### config.mk
export PLATFORM = sky130hd
export DESIGN_NAME = rdy_vld_merge
export DESIGN_NICKNAME = d
export VERILOG_FILES = /design/src/rtl/rdy_vld_merge.sv
export SDC_FILE = /design/constraint.sdc
export NUM_CORES = 1
export LEC_CHECK = 0
export ABC_CLOCK_PERIOD_IN_PS = 4400
export CORE_MARGIN = 5
export CORE_UTILIZATION = 40
export CTS_CLUSTER_DIAMETER = 30
export DETAILED_ROUTE_END_ITERATION = 8
export SLEW_MARGIN = 20
export SYNTH_ARGS = -nofsm -noshare
export SYNTH_HDL_FRONTEND = slang
export SYNTH_SLANG_ARGS = --single-unit
### constraint.sdc
create_clock -name clk -period 4.4 [get_ports clk]
set_input_delay 0.88 -clock clk [delete_from_list [all_inputs] [get_ports clk]]
set_output_delay 0.88 -clock clk [all_outputs]
set_load 0.01 [all_outputs]
### src/rtl/rdy_vld_merge.sv
`default_nettype none
// +--------------------------------------------------------------------------+
// | rdy_vld_merge: N_CH rdy/vld inputs, each with a private FIFO, merged by  |
// | a round-robin arbiter into one registered rdy/vld output stream.         |
// | Revision: 1.0                                                            |
// +--------------------------------------------------------------------------+
module rdy_vld_merge #(
  parameter int DATA_W = 8,
  parameter int N_CH   = 2,
  parameter int DEPTH  = 4,
  localparam int CH_W  = (N_CH > 1) ? $clog2(N_CH) : 1
) (
  input  logic                     clk,
  input  logic                     rst,
  input  logic [N_CH-1:0]          in_vld,
  output logic [N_CH-1:0]          in_rdy,
  input  logic [N_CH*DATA_W-1:0]   in_data,
  output logic                     out_vld,
  input  logic                     out_rdy,
  output logic [DATA_W-1:0]        out_data,
  output logic [CH_W-1:0]          out_ch
);

  localparam int PTR_W = (DEPTH > 1) ? $clog2(DEPTH) : 1;
  localparam int CNT_W = PTR_W + 1;
  localparam logic [CNT_W-1:0] c_full    = CNT_W'(DEPTH);
  localparam logic [CH_W-1:0]  c_last_ch = CH_W'(N_CH - 1);

  logic [N_CH-1:0]   w_nonempty;
  logic [N_CH-1:0]   w_push;
  logic [N_CH-1:0]   w_pop;
  logic [DATA_W-1:0] w_head [N_CH];
  logic              w_load;
  logic [CH_W-1:0]   w_grant;

  logic              r_out_vld;
  logic [DATA_W-1:0] r_out_data;
  logic [CH_W-1:0]   r_out_ch;
  logic [CH_W-1:0]   r_last;

  generate
    for (genvar gi = 0; gi < N_CH; gi++) begin : g_ch
      logic [DATA_W-1:0] r_mem [DEPTH];
      logic [CNT_W-1:0]  r_cnt;
      logic [PTR_W-1:0]  r_wptr;
      logic [PTR_W-1:0]  r_rptr;

      // Ready depends on the registered count only, so no path from vld/rdy inputs.
      assign in_rdy[gi]     = (r_cnt != c_full);
      assign w_nonempty[gi] = (r_cnt != '0);
      assign w_push[gi]     = in_vld[gi] & in_rdy[gi] & ~rst;
      assign w_pop[gi]      = w_load & (w_grant == CH_W'(gi));
      assign w_head[gi]     = r_mem[r_rptr];

      always_ff @(posedge clk) begin
        if (rst) begin
          r_cnt  <= '0;
          r_wptr <= '0;
          r_rptr <= '0;
        end else begin
          if (w_push[gi]) r_wptr <= r_wptr + 1'b1;
          if (w_pop[gi])  r_rptr <= r_rptr + 1'b1;
          case ({w_push[gi], w_pop[gi]})
            2'b10:   r_cnt <= r_cnt + 1'b1;
            2'b01:   r_cnt <= r_cnt - 1'b1;
            default: r_cnt <= r_cnt;
          endcase
        end
      end

      always_ff @(posedge clk) begin
        if (w_push[gi]) r_mem[r_wptr] <= in_data[gi*DATA_W +: DATA_W];
      end
    end
  endgenerate

  assign w_load = (~r_out_vld | out_rdy) & (|w_nonempty);

  // Round-robin: scan upward from the channel after the last grant, wrapping at N_CH.
  always_comb begin : p_arb
    logic [CH_W-1:0] v_idx;
    logic            v_found;
    w_grant = '0;
    v_found = 1'b0;
    v_idx   = (r_last == c_last_ch) ? '0 : r_last + 1'b1;
    for (int k = 0; k < N_CH; k++) begin
      if (!v_found && w_nonempty[v_idx]) begin
        w_grant = v_idx;
        v_found = 1'b1;
      end
      v_idx = (v_idx == c_last_ch) ? '0 : v_idx + 1'b1;
    end
  end

  always_ff @(posedge clk) begin
    if (rst) begin
      r_out_vld  <= 1'b0;
      r_out_data <= '0;
      r_out_ch   <= '0;
      r_last     <= c_last_ch;
    end else if (w_load) begin
      r_out_vld  <= 1'b1;
      r_out_data <= w_head[w_grant];
      r_out_ch   <= w_grant;
      r_last     <= w_grant;
    end else if (out_rdy) begin
      r_out_vld  <= 1'b0;
    end
  end

  assign out_vld  = r_out_vld;
  assign out_data = r_out_data;
  assign out_ch   = r_out_ch;

endmodule
`default_nettype wire
==> impl_metrics.tcl <==
set metrics [dict create \
    status "complete, no violations" \
    internal_power_uw 1790 \
    p_clk_share_pct 26.6 \
    hold_buffers 0 \
    cts_buffers 9 \
    drc 0 \
    post-dp-hpwl_mm 4.54 \
    pre_cts_slack_ps 1050 \
    drv_cap 0 \
    hold_violations 0 \
    vias 1894 \
    globalplace.congestion 0.711 \
    wirelength_mm 6.59 \
    p_per_area_nw_per_um2 585 \
    die_h_um 106 \
    swShare_pct 28.9 \
    crit_type "in -> reg" \
    io_buffer_count 32 \
    die_area_sq_um 11100 \
    maxSlewHeadroom_pct 56.9 \
    grt.total_usage_pct 12.8 \
    grt_max_degree 26 \
    cp-start-kind "primary input" \
    max-vdd-ir-drop_mv 0.222 \
    worstPathCellList "clkdlybuf4s50_1, nor2b_1, a211oi_4, ha_1, inv_1, fa_1, xor2_1, or3_1, a21oi_1" \
    cts.sinks 93 \
    io_pins 33 \
    required_ps 4690 \
    fill_cells 755 \
    setup_viol 0 \
    clk_pin_slew_ps 90 \
    synth.avg_cell_area_sq_um 16.1 \
    routedWlPerCell_um 17.6 \
    crit_fanout 13 \
    fp.coreArea_sq_um 8810 \
    ys_seq_elements 93 \
    slowest_stage "a211oi_4" \
    post-cts-setup-buffer-count 0 \
    multiInputGateArea_sq_um 1060 \
    yosys.cell_types.count 32 \
    drive_gt1_share_pct 14.2 \
    firstDrtPassIters 5 \
    worst_slack_ps 1420 \
    fin_tns_setup_ps 0 \
    floorplan.initialDensity_pct 41.5 \
    crit_arrival_ps 3280 \
    final_max_slew_viol_count 0 \
    fin_cells 375 \
    cts_tree "done" \
    grt_pass1_vias 1990 \
    clock_latency_ps 350 \
    min_period_over_period_pct 67.8 \
    p_seq_share_pct 46.3 \
    min_path_type "reg -> reg" \
    drt-vias-per-instance 5.05 \
    ant_nets 0 \
    seq_area_frac_synth_pct 68.5 \
    antenna_cells 0 \
    share_comb_of_total_power_pct 27.1 \
    cp-end-kind "register" \
    ctsResizeCount 0 \
    clk_path_buf_depth 2 \
    drtIter0Drc 90 \
    max_freq_ghz 0.335 \
    switching_power_uw 729 \
    htree_levels 3 \
    nets 295 \
    layout_min_cycle_time_ps 2980 \
    grt_setup_unrepaired "false" \
    antenna_found_initial 0 \
    cpPeakStageDelay_ps 490 \
    overflow 0 \
    final_core_util_pct 48.9 \
    leakagePower_uw 0.00144 \
    syn-num-nets 260 \
    netlist_instances 227 \
    max_slew.worst_pin.slew_ps 642 \
    dp.cells 359 \
    syn_area_sq_um 3650 \
    rows 34 \
    skew_ps 11.7 \
    grt_pass1_wl_mm 10.7 \
    power_uw 2520 \
    yosys_warnings 0 \
    areaGrowthSynthToFinish_pct 17.8 \
    cts_root_buffer "clkbuf_8" \
    register_area_sq_um 2500 \
    die_w_um 106 \
]
layer usage:
layer | wire (um) | track usage, % | part of all wire (%)
met4 | 106 | 6.38 | 1.6
met5 | 0 | 0 | 0
met1 | 3110 | 17.3 | 47
met3 | 231 | 2.75 | 3.5
met2 | 3140 | 19.6 | 48
state kept, by name, summed over array words and instances, names as in the netlist, named ones only:
| register | count |
|---|---|
| g_ch.r_mem | 64 |
| g_ch.r_wptr | 4 |
| r_last | 1 |
| out_ch | 1 |
| out_vld | 1 |
| g_ch.r_rptr | 4 |
| g_ch.r_cnt | 6 |
| out_data | 8 |
per-stage QoR:
step / hold slack (ps) / instance area (sq um)
2_1_floorplan: 469 / 3650
3_3_place_gp: 496 / 4070
3_5_place_dp: 502 / 4070
4_1_cts: 514 / 4310
5_1_grt: 545 / 4310
6_report: 510 / 4310
placed cells by master, fill, tap and decap left out, types with 2 or more instances in the layout:
cell / n
fa_1: 2
a21oi_1: 9
edfxtp_1: 64
nand3b_1: 2
clkdlybuf4s50_1: 32
mux4_2: 16
o21ai_0: 2
inv_1: 12
or3b_2: 2
a21bo_2: 2
nor2_1: 23
or3_1: 3
nand3_1: 2
a222oi_1: 8
and2_1: 8
xnor2_1: 4
ha_1: 10
dfxtp_1: 29
xor2_1: 4
bufinv_16: 3
clkbuf_8: 10
nand2_1: 5
nor3_1: 3
cell type report:
type                       instances  share of cell area, %
clock buffer                      11                   3.28
clock inverter                     5                   2.30
inverter                          12                   1.05
multi-input combinational        113                   24.5
sequential                        93                   58.1
tap                              108                   3.14
timing repair buffer              33                   7.61
power groups by stage:
stage	logic, uW	clock network (uW)	registers, uW
6_report	684	670	1170
5_1_grt	758	734	1190
4_1_cts	692	688	1170
3_5_place_dp	687	0	1190
3_3_place_gp	677	0	1190
2_1_floorplan	550	0	1130
kinds of logic after synthesis:
group	count (synthesis)	share of synthesized area (%)
buf+inv	21	2.64
compound gates	26	5.61
flops	93	68.5
mux	16	9.86
fa+ha+maj	12	4.52
simple gates	51	6.98
xor+xnor	8	1.92
critical path: cells and delay by family:
| kind | cells | cell delay, ps |
|---|---|---|
| xor+xnor | 1 | 160 |
| simple gates | 2 | 390 |
| buf+inv | 2 | 540 |
| compound gates | 2 | 630 |
| fa+ha+maj | 2 | 670 |
cells in the mapped netlist:
cell type	instances	area share, %
nor2_1	23	2.4
fa_1	2	1.1
xnor2_1	4	0.96
clkbuf_1	3	0.31
or3b_2	2	0.48
buf_2	2	0.27
a21oi_1	9	1.2
xor2_1	4	0.96
o211a_2	1	0.27
a21bo_2	2	0.55
inv_1	12	1.2
nor2b_1	1	0.17
o21ai_0	2	0.27
dfxtp_1	29	16
buf_1	2	0.21
a211o_1	1	0.24
a222oi_1	8	2.2
edfxtp_1	64	53
and2_1	8	1.4
buf_6	2	0.62
nand3_1	2	0.27
or3_4	1	0.31
a211oi_4	1	0.55
or3_1	3	0.51
nor3_1	3	0.41
nand2b_1	1	0.17
a31oi_1	1	0.17
nand3b_1	2	0.41
o21ai_1	1	0.14
ha_1	10	3.4
nand2_1	5	0.51
mux4_2	16	9.9
worst paths after layout:
| kind | start | end | slack [ps] | cells past startpoint |
|---|---|---|---|---|
| hold reg to reg | g_ch[0].r_wptr[1] | g_ch[0].r_wptr[1] | 510 | 2 |
| setup / recovery | out_rdy | g_ch[1].r_cnt[2] | 1420 | 9 |
| setup reg to reg | g_ch[0].r_cnt[0] | g_ch[1].r_cnt[2] | 1650 | 8 |
| hold / removal | g_ch[0].r_wptr[1] | g_ch[0].r_wptr[1] | 510 | 2 |
No activity file was read; power rests on OpenSTA's default activity.
